--- src/rtl/ttt_pkg.sv ---
// Shared types and constants for the tic-tac-toe game controller.
// Cell codes, controller states and the winning-line index table.
package ttt_pkg;

  localparam logic [1:0] EMPTY = 2'b00;
  localparam logic [1:0] PX    = 2'b01;
  localparam logic [1:0] PO    = 2'b10;

  localparam int unsigned NUM_CELLS = 9;
  localparam int unsigned NUM_LINES = 8;

  typedef enum logic [1:0] {
    StWait = 2'b00,
    StScan = 2'b01,
    StDone = 2'b10
  } state_e;

  // Rows, columns, then the two diagonals; scan order matters for the latched winner.
  localparam logic [3:0] LINE_TBL [NUM_LINES][3] = '{
    '{4'd0, 4'd1, 4'd2},
    '{4'd3, 4'd4, 4'd5},
    '{4'd6, 4'd7, 4'd8},
    '{4'd0, 4'd3, 4'd6},
    '{4'd1, 4'd4, 4'd7},
    '{4'd2, 4'd5, 4'd8},
    '{4'd0, 4'd4, 4'd8},
    '{4'd2, 4'd4, 4'd6}
  };

  function automatic logic [1:0] other_player(input logic [1:0] p);
    return (p == PX) ? PO : PX;
  endfunction

endpackage

--- src/rtl/ttt_line_check.sv ---
// Combinational three-cell line checker: a line wins when it is occupied
// and all three cells hold the same player code.
module ttt_line_check
  import ttt_pkg::*;
(
  input  logic [1:0] cell_a,
  input  logic [1:0] cell_b,
  input  logic [1:0] cell_c,
  output logic       win,
  output logic [1:0] code
);

  always_comb begin
    win  = (cell_a != EMPTY) && (cell_a == cell_b) && (cell_b == cell_c);
    code = win ? cell_a : EMPTY;
  end

endmodule

--- src/rtl/ttt_game_ctrl.sv ---
// Tic-tac-toe game sequencer: board register, move handshake, and a
// one-line-per-clock scan over the 8 winning lines after every move.
module ttt_game_ctrl
  import ttt_pkg::*;
#(
  parameter logic [1:0] FIRST_PLAYER = PX,
  parameter bit         EARLY_EXIT   = 1'b1
) (
  input  logic        clk,
  input  logic        reset,
  input  logic        new_game,
  input  logic        move_valid,
  input  logic [3:0]  move_pos,
  output logic        move_ready,
  output logic        illegal,
  output logic [17:0] board,
  output logic [1:0]  turn,
  output logic [3:0]  move_count,
  output logic        game_over,
  output logic [1:0]  winner,
  output logic        draw
);

  state_e      state_q, state_d;
  logic [17:0] board_q, board_d;
  logic [1:0]  turn_q, turn_d;
  logic [3:0]  move_count_q, move_count_d;
  logic [2:0]  line_idx_q, line_idx_d;
  logic        illegal_q, illegal_d;
  logic [1:0]  winner_q, winner_d;
  logic        draw_q, draw_d;
  logic        win_found_q, win_found_d;
  logic [1:0]  win_code_q, win_code_d;

  logic [1:0]  cells [NUM_CELLS];
  logic        pos_ok, try_move, accept, reject;
  logic [1:0]  target;
  logic        scan, last, line_win;
  logic [1:0]  line_code;
  logic        first_found;
  logic [1:0]  first_code;
  logic        end_win, end_draw, to_wait;

  always_comb begin
    for (int unsigned i = 0; i < NUM_CELLS; i++) begin
      cells[i] = board_q[2*i +: 2];
    end
  end

  always_comb begin
    pos_ok   = move_pos < 4'd9;
    target   = pos_ok ? cells[move_pos] : EMPTY;
    try_move = (state_q == StWait) && move_valid && !new_game;
    accept   = try_move && pos_ok && (target == EMPTY);
    reject   = try_move && !accept;
  end

  ttt_line_check u_line_check (
    .cell_a (cells[LINE_TBL[line_idx_q][0]]),
    .cell_b (cells[LINE_TBL[line_idx_q][1]]),
    .cell_c (cells[LINE_TBL[line_idx_q][2]]),
    .win    (line_win),
    .code   (line_code)
  );

  // Scan outcome; the earliest winning line in scan order owns the result.
  always_comb begin
    scan        = (state_q == StScan);
    last        = (line_idx_q == 3'd7);
    first_found = win_found_q || line_win;
    first_code  = win_found_q ? win_code_q : line_code;
    end_win     = scan && ((EARLY_EXIT && line_win) || (last && first_found));
    end_draw    = scan && last && !first_found && (move_count_q == 4'd9);
    to_wait     = scan && last && !first_found && (move_count_q != 4'd9);
  end

  // State register
  always_ff @(posedge clk or posedge reset) begin
    if (reset) begin
      state_q <= StWait;
    end else begin
      state_q <= state_d;
    end
  end

  // Next-state logic
  always_comb begin
    state_d = state_q;
    unique case (state_q)
      StWait: if (accept) state_d = StScan;
      StScan: begin
        if (end_win || end_draw) begin
          state_d = StDone;
        end else if (to_wait) begin
          state_d = StWait;
        end
      end
      StDone:  state_d = StDone;
      default: state_d = StWait;
    endcase
    if (new_game) state_d = StWait;
  end

  // Output decode
  always_comb begin
    move_ready = (state_q == StWait);
    game_over  = (state_q == StDone);
  end

  always_comb begin
    board_d      = board_q;
    turn_d       = turn_q;
    move_count_d = move_count_q;
    line_idx_d   = line_idx_q;
    illegal_d    = reject;
    winner_d     = winner_q;
    draw_d       = draw_q;
    win_found_d  = win_found_q;
    win_code_d   = win_code_q;

    if (accept) begin
      for (int unsigned i = 0; i < NUM_CELLS; i++) begin
        if (move_pos == 4'(i)) board_d[2*i +: 2] = turn_q;
      end
      move_count_d = move_count_q + 4'd1;
      line_idx_d   = 3'd0;
      win_found_d  = 1'b0;
      win_code_d   = EMPTY;
    end

    if (scan) begin
      line_idx_d = line_idx_q + 3'd1;
      if (line_win && !win_found_q) begin
        win_found_d = 1'b1;
        win_code_d  = line_code;
      end
      if (end_win)  winner_d = first_code;
      if (end_draw) draw_d   = 1'b1;
      if (to_wait)  turn_d   = other_player(turn_q);
    end

    if (new_game) begin
      board_d      = '0;
      turn_d       = FIRST_PLAYER;
      move_count_d = '0;
      line_idx_d   = '0;
      illegal_d    = 1'b0;
      winner_d     = EMPTY;
      draw_d       = 1'b0;
      win_found_d  = 1'b0;
      win_code_d   = EMPTY;
    end
  end

  always_ff @(posedge clk or posedge reset) begin
    if (reset) begin
      board_q      <= '0;
      turn_q       <= FIRST_PLAYER;
      move_count_q <= '0;
      line_idx_q   <= '0;
      illegal_q    <= 1'b0;
      winner_q     <= EMPTY;
      draw_q       <= 1'b0;
      win_found_q  <= 1'b0;
      win_code_q   <= EMPTY;
    end else begin
      board_q      <= board_d;
      turn_q       <= turn_d;
      move_count_q <= move_count_d;
      line_idx_q   <= line_idx_d;
      illegal_q    <= illegal_d;
      winner_q     <= winner_d;
      draw_q       <= draw_d;
      win_found_q  <= win_found_d;
      win_code_q   <= win_code_d;
    end
  end

  assign board      = board_q;
  assign turn       = turn_q;
  assign move_count = move_count_q;
  assign illegal    = illegal_q;
  assign winner     = winner_q;
  assign draw       = draw_q;

endmodule
--- config.mk ---
export PLATFORM = sky130hd
export DESIGN_NAME = ttt_game_ctrl
export DESIGN_NICKNAME = d
export VERILOG_FILES = /design/src/rtl/ttt_pkg.sv /design/src/rtl/ttt_line_check.sv /design/src/rtl/ttt_game_ctrl.sv
export SDC_FILE = /design/constraint.sdc
export NUM_CORES = 1
export LEC_CHECK = 0
export ABC_CLOCK_PERIOD_IN_PS = 3300
export BUFFER_PORTS_ARGS = -buffer_cell sky130_fd_sc_hd__buf_4
export CORE_MARGIN = 8
export CORE_UTILIZATION = 50
export CTS_BUF_LIST = sky130_fd_sc_hd__clkbuf_8
export DETAILED_ROUTE_END_ITERATION = 10
export PLACE_DENSITY_LB_ADDON = 0.08
export SYNTH_ARGS = -nofsm -noshare
export SYNTH_HDL_FRONTEND = slang
export SYNTH_SLANG_ARGS = --single-unit
--- constraint.sdc ---
create_clock -name clk -period 3.3 [get_ports clk]
set_clock_uncertainty 0.15 [all_clocks]
set_input_delay 0 -clock clk [delete_from_list [all_inputs] [get_ports clk]]
set_output_delay 0 -clock clk [all_outputs]
set_load 0.01 [all_outputs]
After elaboration in Yosys (flattened, before gate mapping)

Memories as Yosys holds them, arrays and structs flattened.
Index checks and enable logic that the tools add are counted.

Register bits after elaboration: 36
ROM bits: 96
Output and inout bits: 30
Logic and storage cells: 160
Memories kept: 1

Memory list:

| name             | depth | width | read ports | clocked after memory_dff | wr ports | RTL line            | source |
|---|---|---|---|---|---|---|---|
| (name not given) | 8     | 12    | 1          | 0                        | 0        | ttt_game_ctrl.sv:61 | `.cell_c (cells[LINE_TBL[line_idx_q][2]]),` |

Add/subtract/negate cells: 2
Order comparisons: 6
Eq/ne operators: 18
Mux-type cells: 57
Bitwise operators: 5
Reductions and logical operators: 53

Operators with widths:

| kind                | number |
|---|---|
| $mux 2              | 35 |
| $mux 18             | 2 |
| $bmux 2 s4          | 4 |
| $reduce_bool 2->1   | 15 |
| $reduce_and 2->1    | 13 |
| $mux 12             | 2 |
| $ge 5x5->1 const B  | 4 |
| $not 4->5           | 4 |
| $eq 4x3->1 const B  | 4 |
| $logic_and 1x1->1   | 14 |
| $mux 3              | 3 |
| $eq 4x2->1 const B  | 2 |
| $eq 4x4->1 const B  | 2 |
| $mux 1              | 8 |
| $mux 4              | 2 |
| $pmux 2 s3          | 1 |
| $add 4x1->4 const B | 1 |
| $eq 2x1->1 const B  | 2 |
| $eq 2x2->1          | 2 |
| $eq 4x1->1 const B  | 1 |
| $ge 4x4->1 const B  | 1 |
| $logic_not 1->1     | 4 |
| $logic_not 2->1     | 2 |
| $logic_not 4->1     | 1 |
| 10 further kinds    | 12 |

Longest topological paths before layout

Gate-level depths: netlist of the first run.

Depth in word-level cells: 19
Gate-level depth with buffers: 11
Depth with buffers taken out: 10

By module

Synthesis of the first run repeated with hierarchy kept, for this count alone.

Cell total of the unflattened synthesis: 249
Area total of the unflattened synthesis: 2383.5 um^2

Modules (own cells, without submodules):

| module         | instances | cells an instance | area an instance (um^2) |
|---|---|---|---|
| ttt_game_ctrl  | 1         | 242               | 2339.7 |
| ttt_line_check | 1         | 7                 | 43.8 |

Worst setup path before layout of the first run

Ideal clock, no wire load.

Path type: register -> register
Start: register line_idx_q[0]
End: register winner_q[0], in the netlist winner[0]
Setup time: 0.125 ns
Data arrival time: 2.972 ns
Required time: 3.025 ns
Slack: 0.054 ns
Cell stages (with the launch flop): 11
Cells stage by stage: dfrtp_1 > inv_1 > ha_1 > buf_2 > mux2i_1 > mux4_1 > mux2i_1 > nand3_1 > nor2_2 > o31a_1 > mux2_2

Longest elaborated chain between the ends: 17
Elaborated cells between the ends (all ways): 33
Classes of those cells: eq/ne (3); mux (16); bitwise (4); reduce/logical (9); memory (1)

RTL lines:

| element                                               | RTL line             | source |
|---|---|---|
| from (decl)                                           | ttt_game_ctrl.sv:28  | `logic [2:0] line_idx_q, line_idx_d;` |
| from (signal assigned)                                | ttt_game_ctrl.sv:170 | `line_idx_q <= line_idx_d;` |
| branches (longest 17 deep; another with $mem_v2 8x12) | --                   |  |
| to (signal assigned)                                  | ttt_game_ctrl.sv:172 | `winner_q <= winner_d;` |
| to (decl)                                             | ttt_game_ctrl.sv:30  | `logic [1:0] winner_q, winner_d;` |

Several ways; the timed one is not identified. The select of a mux whose other input is x is not followed.
A chain may end at the register's enable or synchronous reset.

Worst setup path in the final report of the first run

Ends and elaborated chain as after synthesis.

==> run metrics, run 1 <==
status=finished clean; Worst path top cell family by delay=compound AO/OA/AOI/OAI gates; CP Cell Sequence=buf_4 > ha_1 > nand3b_1 > a21oi_1 > a2111o_1 > o32a_1 > or3_4 > a21oi_4 > o31a_1 > mux2_2; fmax=315 MHz; ys flop type=dfrtp_1; Max Cap Viol=0; Slew headroom=0.275; DR DRC count=0; vias in the first global route=2,070; clock-pin slew on the worst setup and hold paths=0.07 ns; via count of the routed design=2,147; Synth Area in Compound Gates=0.166; Crit-path slowest cell=dfrtp_1; Critical Path Sink Type=register; Bufs and invs on worst path=1; H-tree lvl count=2; worst-case hold path end point=board[3]; n_diodes=0; largest family of logic cells by synthesized area=simple AND/OR/NAND/NOR gates; XOR/XNOR Fraction of Synth Area=0.0110; Reg area=903 sq um; EDFF count, synth=0; area of the mapped netlist=2390 sq um; CTS buffer count=5; fin. max-slew vios=0; initial DRC count=158; worst stage delay on the critical path=0.42 ns; Final setup viols=0; post-route ant nets=0; Post-Synthesis Cells=249; area leader, netlist=dfrtp_1; WL/cell=18.1 microns; Die X=85.2 microns; LEAKAGE=1.38 nW; largest cells by area after synthesis=dfrtp_1 (37%), nor2_1 (8.2%), mux4_1 (5.5%); worst slack, placed=-0.0300 ns; sequential-to-total area share from yosys stat=0.377; Worst setup SP type=register; Placer Congestion=0.923; core area=4660 sq um; Vias/cell=6.01; most frequent cells in the layout=nor2_1 (52), buf_4 (52), dfrtp_1 (34); final hold vios=0; Synth-to-Final Area Change=27.0%; Tcrit/Tclk final=0.963; worst hold path type=input pin to register; I/O Buffers=37; grt ovf=0; Post-synth ARST share=1.00; largest net degree at the start of global routing=42; worst hold stages=4; Avg Cell Area, Syn=9.62 sq um; min-delay src=move_pos[3]; deepest clock path buffer count=2; Site Rows=25; worst slew pin tran=1.09 ns; fin nets=318; Cell Pwr Density=328 nW/um^2; crit path DAT=3.21 ns; die area=7260 sq um; CTS tree=built; fin crit period=3.18 ns; top cell type's share of synthesized area=0.366; DP Wirelength=4730 microns; CP Class=register to register; Tot GR Track Use=0.186; worst reg-to-reg path cell count=10; Yosys warning count=0; TNS Setup=0 ns; Root Driver=clkbuf_8; area of the multi-input gates=1460 sq um; mux cell area share after synthesis=0.150; Initial Utilization=0.514; Synth Area in Simple Gates=0.218; reg-to-reg setup timing slack=0.12 ns; drt first pass iters=4; Adder-Cell Fraction of Synth Area=0.0418; share of layout cells above drive strength 1=0.284; Skew-Pair Late Insertion Delay=0.29 ns; Mapped Nets=265; CP max FO=7; Worst Path Required=3.33 ns; routed wire length=6450 microns; DIE HEIGHT=85.2 microns; initial antenna violation count=0; fill count=380; RSZ-0062 raised after global routing=no; Yosys cell types=51; synthesis-stage register bit count=36; global-route wire length before repair=10,700 microns; FF-to-FF Start=line_idx_q[0]; Peak VDD IR=0.286 mV; # clock sinks=36; FF-to-FF End=winner[0]; final worst slack=0.121 ns; I/O pin count=38
## state kept, by name, summed over array words and instances (netlist names), 2 cells and up
name / cells
move_count: 4
turn: 2
state_q: 2
win_code_q: 2
winner: 2
board: 18
line_idx_q: 3
## final cells by class
class                      count  area share
multi-input combinational    193       0.479
clock buffer                   7      0.0317
clock inverter                 1     0.00988
timing repair buffer          59       0.151
sequential                    36       0.297
tap                           54      0.0222
inverter                       7     0.00864
## stage by stage
stage                     std cells  utilization  power, W  instance area [sq um]  hold WS (ns)
after floorplan                 249            -  0.000526                   2390        0.0163
after global placement          338        0.592  0.000561                   2760         0.203
after detailed placement        338        0.592  0.000562                   2760         0.186
after CTS                       353        0.635  0.000996                   2960        0.0223
after global routing            357        0.652   0.00103                   3040        0.0260
final                           357        0.652  0.000997                   3040       0.00846
## cells by family after synthesis
kind of cell    Yosys count
simple gates            104
mux                      22
compound gates           56
fa+ha+maj                 8
flops                    36
xor+xnor                  3
buf+inv                  20
## routing by layer
metal | GRT usage | wire length (microns) | vias up
met5 | 0 | 0 | -
met4 | 0.0728 | 146 | 0
met3 | 0.0357 | 321 | 14
met2 | 0.281 | 2950 | 75
met1 | 0.253 | 3040 | 1044
li1 | - | - | 1014
## tightest hold or removal path: cells and delay by family
family	cells	cell delay (ns)
and+or+nand+nor	2	0.15
AOI/OAI and AO/OA	1	0.15
buffers and inverters	1	0.10
## what timing repair did
item	in CTS	in global routing
endpoints found under the setup margin	3	8
hold buffers	7	0
pin swaps	0	2
resized for setup	1	13
hold endpoints to repair	50	0
setup buffers	0	4
## synth_stat cells (2+ instances only)
library cell / number
o21ai_0: 2
a22oi_1: 2
inv_1: 7
ha_1: 8
and2_1: 4
mux2i_1: 7
a22o_1: 2
clkbuf_1: 8
mux4_1: 5
or3_1: 2
nor2_1: 52
a211o_1: 2
nor2b_1: 12
o21a_1: 2
a41oi_1: 4
mux2_2: 6
nand2b_1: 4
nor3_1: 5
buf_2: 2
a31oi_1: 14
nand2_1: 7
nand3_1: 3
xor2_1: 2
o221ai_1: 2
dfrtp_1: 35
o31a_1: 3
nor3b_1: 3
nand3b_1: 3
nor4b_1: 3
a21oi_1: 15
mux4_2: 3
## worst max path at each step
stage                     slack [ns]          start  cells after the start   endpoint
after CTS                       0.02  line_idx_q[1]                      9  winner[0]
after global placement          0.06  line_idx_q[1]                      9  winner[1]
after global routing           0.002  line_idx_q[0]                     10  winner[0]
after detailed placement       -0.03  line_idx_q[1]                      9  winner[0]
after floorplan                 0.05  line_idx_q[0]                     10  winner[0]
final                           0.12  line_idx_q[0]                     10  winner[0]
## power by group
part	switching (W)	internal, W
clock	0.000163	0.000267
combinational	0.0000687	0.0000488
sequential	0.00000454	0.000444
total	0.000237	0.000760
No activity file was read; power rests on OpenSTA's default activity.
==> run 2: changes to the inputs <==
ABC_AREA = 1   (was not set)
GPL_TIMING_DRIVEN = 0   (was not set)
HOLD_SLACK_MARGIN = 0.05   (was not set)
==> run 2 against run 1 <==
Worst setup slack gained 0.23 ns; flip-flop and latch count is the same; global-route usage grew 1.2 points; final cell count grew 49%.
==> run metrics, run 2 <==
status=finished clean; Worst Path Required=3.36 ns (+0.03 ns); Final setup viols=0 (unchanged); Reg area=902 sq um (-0.14%); Post-synth ARST share=1.00 (unchanged); routed wire length=8020 microns (+24%); area of the mapped netlist=2730 sq um (+14%); Initial Utilization=0.505 (-0.00873); n_diodes=0 (unchanged); grt ovf=0 (unchanged); final hold vios=0 (unchanged); TNS Setup=0 ns (unchanged); Sequential Power Share=0.383 (-0.068); area of the multi-input gates=1580 sq um (+8.2%); Placed Area=3120 sq um (+13%); via count of the routed design=2,975 (+39%); postcts setup bufs=0 (unchanged); worst hold path type=input pin to register; Die X=89.9 microns (+5.5%); LEAKAGE=1.61 nW (+17%); deepest clock path buffer count=2 (unchanged); DR DRC count=0 (unchanged); CTS buffer count=5 (unchanged); sequential-to-total area share from yosys stat=0.330 (-0.0463); H-tree lvl count=2 (unchanged); ys flop type=dfrtp_1; EDFF count, synth=0 (unchanged); Skew-Pair Late Insertion Delay=0.29 ns (about the same); die area=8080 sq um (+11%); worst slew pin tran=0.728 ns (-0.359 ns); CP Capture Point=win_code_q[0]; share of layout cells above drive strength 1=0.150 (-0.134); fin. max-slew vios=0 (unchanged); FF-to-FF Start=line_idx_q[0]; Crit path top cell by count=nand2_1; CP Class=register to register; Worst path top cell family by delay=simple AND/OR/NAND/NOR gates; Yosys cell types=33 (-35%); Max Cap Viol=0 (unchanged); critical path depth in cells=16 (+6); # clock sinks=36 (unchanged); Final Util=0.609 (-0.0436); Internal=0.000807 W (+6.2%); DP Wirelength=6180 microns (+31%); Root Driver=clkbuf_8; crit path DAT=3.01 ns (-0.20 ns); Yosys warning count=0 (unchanged); area leader, netlist=dfrtp_1; worst reg-to-reg path cell count=16 (+6); Avg Cell Area, Syn=6.69 sq um (-30%); vias in the first global route=2,839 (+37%); core area=5410 sq um (+16%); Vias/cell=5.60 (-6.8%); Crit-path slowest cell=dfrtp_1; worst stage delay on the critical path=0.48 ns (+0.06 ns); Placer Congestion=0.916 (-0.75%); Cell Pwr Density=375 nW/um^2 (+14%); largest net degree at the start of global routing=21 (-50%); post-route ant nets=0 (unchanged); largest cells by area after synthesis=dfrtp_1 (32%), nand3_1 (20%), nand2_1 (13%); clock-pin slew on the worst setup and hold paths=0.08 ns (about the same); Peak VDD IR=0.282 mV (-1.2%); fill count=549 (+44%); fin nets=474 (+49%); synthesis-stage register bit count=36 (unchanged); Worst setup SP type=register; initial DRC count=228 (+44%); net switching power=0.000427 W (+81%); Synth-to-Final Area Change=20.5%; drt first pass iters=5 (+1); CP startpoint=line_idx_q[0]; I/O pin count=38 (unchanged); Bufs and invs on worst path=3 (+2); CTS tree=built; fin crit period=2.95 ns (-0.228 ns); Final Hold Slack=0.137 ns (+0.129 ns); Site Rows=27 (+8.0%); fmax=339 MHz (+7.7%); global-route wire length before repair=13,500 microns (+26%); RSZ-0062 raised after global routing=no; top cells by count, synth=nand3_1 (107), nand2_1 (96), inv_1 (51); WL/cell=15.1 microns (-16%); post-route design area=3290 sq um (+8.2%); Critical Path Sink Type=register; Tcrit/Tclk final=0.894 (-0.0690); Clk pwr share=0.308 (-0.124); CP Cell Sequence=inv_1 > ha_1 > buf_2 > nor2_4 > inv_1 > nand2_2 > nand3_1 > nand3_1 > nand2_1 > nand2_1 > nand2_1 > nor3_4 > nand2_2 > o21ai_1 > nor2_1 > nor2_1; Mapped Nets=424 (+60%); Slew headroom=0.514 (+0.240); most frequent cells in the layout=nand3_1 (107), nand2_1 (95), inv_1 (52); Largest register FFs=18 (unchanged); reg-to-reg setup timing slack=0.35 ns (+0.23 ns); I/O Buffers=36 (-2.7%); combinational group share of total power=0.309 (+0.191); most frequent cell after synthesis=nand3_1; Post-Synthesis Cells=408 (+64%); DIE HEIGHT=89.9 microns (+5.5%); total power=0.00123 W (+24%); initial antenna violation count=0 (unchanged); Net Sw Frac=0.346 (+0.109); CP max FO=8 (+1); Tot GR Track Use=0.197 (+0.0118); FF-to-FF End=win_code_q[0]; top cell type's share of synthesized area=0.321 (-0.0449); commonest non-fill, non-tap cell in the layout=nand3_1
==> run 2: cell count changes after synthesis, sizes merged, moves of 5 or more <==
| cell | previous run | this run |
|---|---|---|
| a31oi | 14 | 0 |
| o21ai | 3 | 28 |
| mux4 | 8 | 0 |
| a21oi | 16 | 10 |
| nand3 | 3 | 109 |
| clkbuf | 8 | 3 |
| inv | 7 | 53 |
| mux2 | 6 | 0 |
| nor2 | 53 | 32 |
| mux2i | 8 | 0 |
| nor2b | 12 | 0 |
| nand2 | 7 | 105 |
==> run 2: cell type report <==
cell class | instances | area share
Clock inverter | 3 | 0.0118
Buffer | 9 | 0.0167
Tap cell | 72 | 0.0274
Timing Repair Buffer | 43 | 0.109
Clock buffer | 5 | 0.0209
Sequential cell | 36 | 0.274
Multi-Input combinational cell | 310 | 0.479
Inverter | 53 | 0.0612
==> run 2: worst min-delay path by stage <==
stage | from | to | depth (start not counted)
3_3_place_gp | move_valid | illegal | 3
4_1_cts | move_pos[0] | board[3] | 5
6_report | move_pos[1] | board[5] | 5
3_5_place_dp | reset | turn[1] | 2
2_1_floorplan | move_valid | illegal | 2
5_1_grt | move_pos[0] | board[3] | 5
==> run 2: timing repair <==
item / in CTS / in global routing
hold endpoints to repair: 27 / 0
hold buffers: 6 / 0
resized for setup: 0 / 2
endpoints found under the setup margin: 0 / 3
==> run 2: cell families (layout without fill, tap and decap cells) <==
family	after synthesis	after routing	synth area share
xor gates and xnor gates	3	3	0.00963
and+or+nand+nor	256	256	0.438
buffers and inverters	62	113	0.0939
adders and majority gates	8	8	0.0367
AOI/OAI and AO/OA	43	43	0.0917
DFF	36	36	0.330
==> run 2: routing by layer <==
metal,part of all wire,vias to the layer above,track usage
met5,0,-,0
met2,0.45,111,0.301
li1,-,1453,-
met1,0.46,1391,0.267
met3,0.068,20,0.0399
met4,0.025,0,0.0749
==> run 2: tightest hold or removal path: stages <==
cell and delay [ns]:
buf_4 0.12, nand2_1 0.16, nor2_1 0.07, nand2_1 0.11, o21ai_0 0.09
==> run 2: per-stage QoR <==
step,cells,worst slack [ns]
floorplan,408,0.768
global placement,516,0.303
detailed placement,517,0.288
CTS,531,0.283
global route,531,0.0455
finish,531,0.349
==> run 2: power groups by stage <==
stage | Combinational [W] | Clock [W] | Sequential [W]
2_1_floorplan | 0.000267 | 0 | 0.000482
3_3_place_gp | 0.000362 | 0 | 0.000480
3_5_place_dp | 0.000368 | 0 | 0.000481
4_1_cts | 0.000375 | 0.000387 | 0.000472
5_1_grt | 0.000431 | 0.000406 | 0.000475
6_report | 0.000381 | 0.000381 | 0.000473
==> run 3: changes to the inputs <==
ABC_AREA = not set   (was 1)
==> run 3 against run 2 <==
Critical path type unchanged; cell area decreased by 9.6%; count of clock-buffer cells in the layout increased by 1; highest routed layer unchanged; flip-flop and latch count unchanged; hold slack got worse by 0.071 ns; clock power decreased by 11%.
==> run metrics, run 3 (same netlist as run 1, synthesis figures left out) <==
via count of the routed design=2,163 (-27%); Worst setup SP type=register; placed cells=339 (-34%); Largest register FFs=18 (unchanged); Tcrit/Tclk final=0.966 (+0.0720); Cell Pwr Density=303 nW/um^2 (-19%); grt ovf=0 (unchanged); share of layout cells above drive strength 1=0.273 (+0.123); CP max FO=9 (+1); Tot GR Track Use=0.188 (-0.00891); I/O Buffers=36 (unchanged); Die X=85.2 microns (-5.2%); worst hold path type=input pin to register; die area=7260 sq um (-10%); H-tree lvl count=2 (unchanged); CP Class=register to register; deepest clock path buffer count=2 (unchanged); Root Driver=clkbuf_8; net switching power=0.000242 W (-43%); Site Rows=25 (-7.4%); Post-Layout Cell Count=358 (-33%); DIE HEIGHT=85.2 microns (-5.2%); Placer Congestion=0.932 (+1.8%); total power=0.000902 W (-27%); Peak VDD IR=0.264 mV (-6.6%); RSZ-0062 raised after global routing=yes; # clock sinks=36 (unchanged); LEAKAGE=1.33 nW (-17%); Clk pwr share=0.375 (+0.067); Worst Path Required=3.33 ns (-0.03 ns); commonest non-fill, non-tap cell in the layout=nor2_1; combinational group share of total power=0.126 (-0.183); CTS tree=built; fmax=314 MHz (-7.5%); fin crit period=3.19 ns (+0.238 ns); initial antenna violation count=0 (unchanged); Vias/cell=6.04 (+7.8%); CTS buffer count=5 (unchanged); final hold vios=0 (unchanged); crit path DAT=3.22 ns (+0.21 ns); worst slew pin tran=0.751 ns (+0.0229 ns); vias in the first global route=2,171 (-24%); DR DRC count=0 (unchanged); Synth-to-Final Area Change=24.2%; routed wire length=6590 microns (-18%); most frequent cells in the layout=nor2_1 (52), buf_4 (44), dfrtp_1 (33); DP Wirelength=4650 microns (-25%); Slew headroom=0.499 (-0.0155); post-route ant nets=0 (unchanged); drt first pass iters=4 (-1); status=finished clean; WL/cell=18.4 microns (+22%); Max Cap Viol=0 (unchanged); global-route wire length before repair=11,000 microns (-19%); core area=4660 sq um (-14%); fin nets=319 (-33%); Internal=0.000660 W (-18%); Critical Path Sink Type=register; I/O pin count=38 (unchanged); initial DRC count=189 (-17%); largest net degree at the start of global routing=37 (+76%); Final setup viols=0 (unchanged); clock-pin slew on the worst setup and hold paths=0.08 ns (about the same); fin. max-slew vios=0 (unchanged); Skew-Pair Late Insertion Delay=0.29 ns (about the same); Sequential Power Share=0.498 (+0.115); Net Sw Frac=0.268 (-0.0783); n_diodes=0 (unchanged); Initial Utilization=0.514 (+0.00873)
==> run 3: cell count changes in the layout (fill, tap and decap cells not counted), sizes merged, moves of 14 or more <==
cell,before,now
a31oi,0,14
inv,54,8
nand2,105,7
nand3,109,3
nor2,32,53
o21ai,28,3
==> run 3: power groups by stage <==
stage	clock (W)	combinational, W	sequential [W]
after floorplan	0	0.0000683	0.000458
after global placement	0	0.0000997	0.000459
after detailed placement	0	0.000100	0.000459
after CTS	0.000346	0.000112	0.000449
after global routing	0.000364	0.000125	0.000450
final	0.000339	0.000114	0.000449
==> run 3: metal layers <==
| layer | vias up | GRT usage | routed length [microns] |
|---|---|---|---|
| met5 | - | 0 | 0 |
| met3 | 10 | 0.0415 | 269 |
| met2 | 65 | 0.295 | 3180 |
| met4 | 0 | 0.0583 | 112 |
| met1 | 1071 | 0.252 | 3020 |
| li1 | 1017 | - | - |
==> run 3: worst paths after layout <==
path,slack (ns),cells past startpoint,end,start
worst max-delay path,0.11,10,turn[1],line_idx_q[0]
min in group asynchronous,0.25,3,board[0],reset
worst min register to register,0.37,2,draw,draw
max in group asynchronous,2.22,3,line_idx_q[1],reset
worst min-delay path,0.07,5,board[17],move_pos[3]
worst max register to register,0.11,10,turn[1],line_idx_q[0]
==> run 3: worst max-delay path, stage by stage, from the launching register on <==
cell     delay, ns
dfrtp_2       0.44
inv_2         0.11
ha_1          0.23
buf_2         0.19
mux2i_4       0.26
mux4_2        0.57
mux2i_4       0.21
or3_1         0.19
a21oi_4       0.06
nor3_2        0.29
mux2_2        0.37
==> run 3: repair_timing <==
item | CTS | global route
hold buffers | 4 | 0
endpoints found under the setup margin | 10 | 6
resized for setup | 12 | 4
endpoints found under the hold margin | 46 | 0
gates cloned | 0 | 0
pin swaps | 1 | 5
buffers inserted | 3 | 4
==> run 3: final cells by class <==
| class | count | area [sq um] |
|---|---|---|
| repair buffers | 47 | 363 |
| plain buffers | 13 | 62.6 |
| flip-flops and latches | 36 | 905 |
| fillers | 400 | 1690 |
| clock buffers | 6 | 82.6 |
| multi-input cells | 193 | 1450 |
| clock inverters | 2 | 13.8 |
| well taps | 54 | 67.6 |
| inverters | 7 | 28.8 |
==> run 3: per-stage QoR <==
step	TNS, ns	instance area, sq um	hold WS [ns]	setup WS (ns)	utilization
final	0	2970	0.0665	0.112	0.638
after global routing	-0.0622	2970	0.0844	-0.0264	0.638
after floorplan	0	2390	0.0163	0.0537	-
after detailed placement	-3.23	2730	0.0390	-0.507	0.586
after CTS	0	2940	0.0517	0.0316	0.630
after global placement	-2.90	2730	0.225	-0.463	0.586
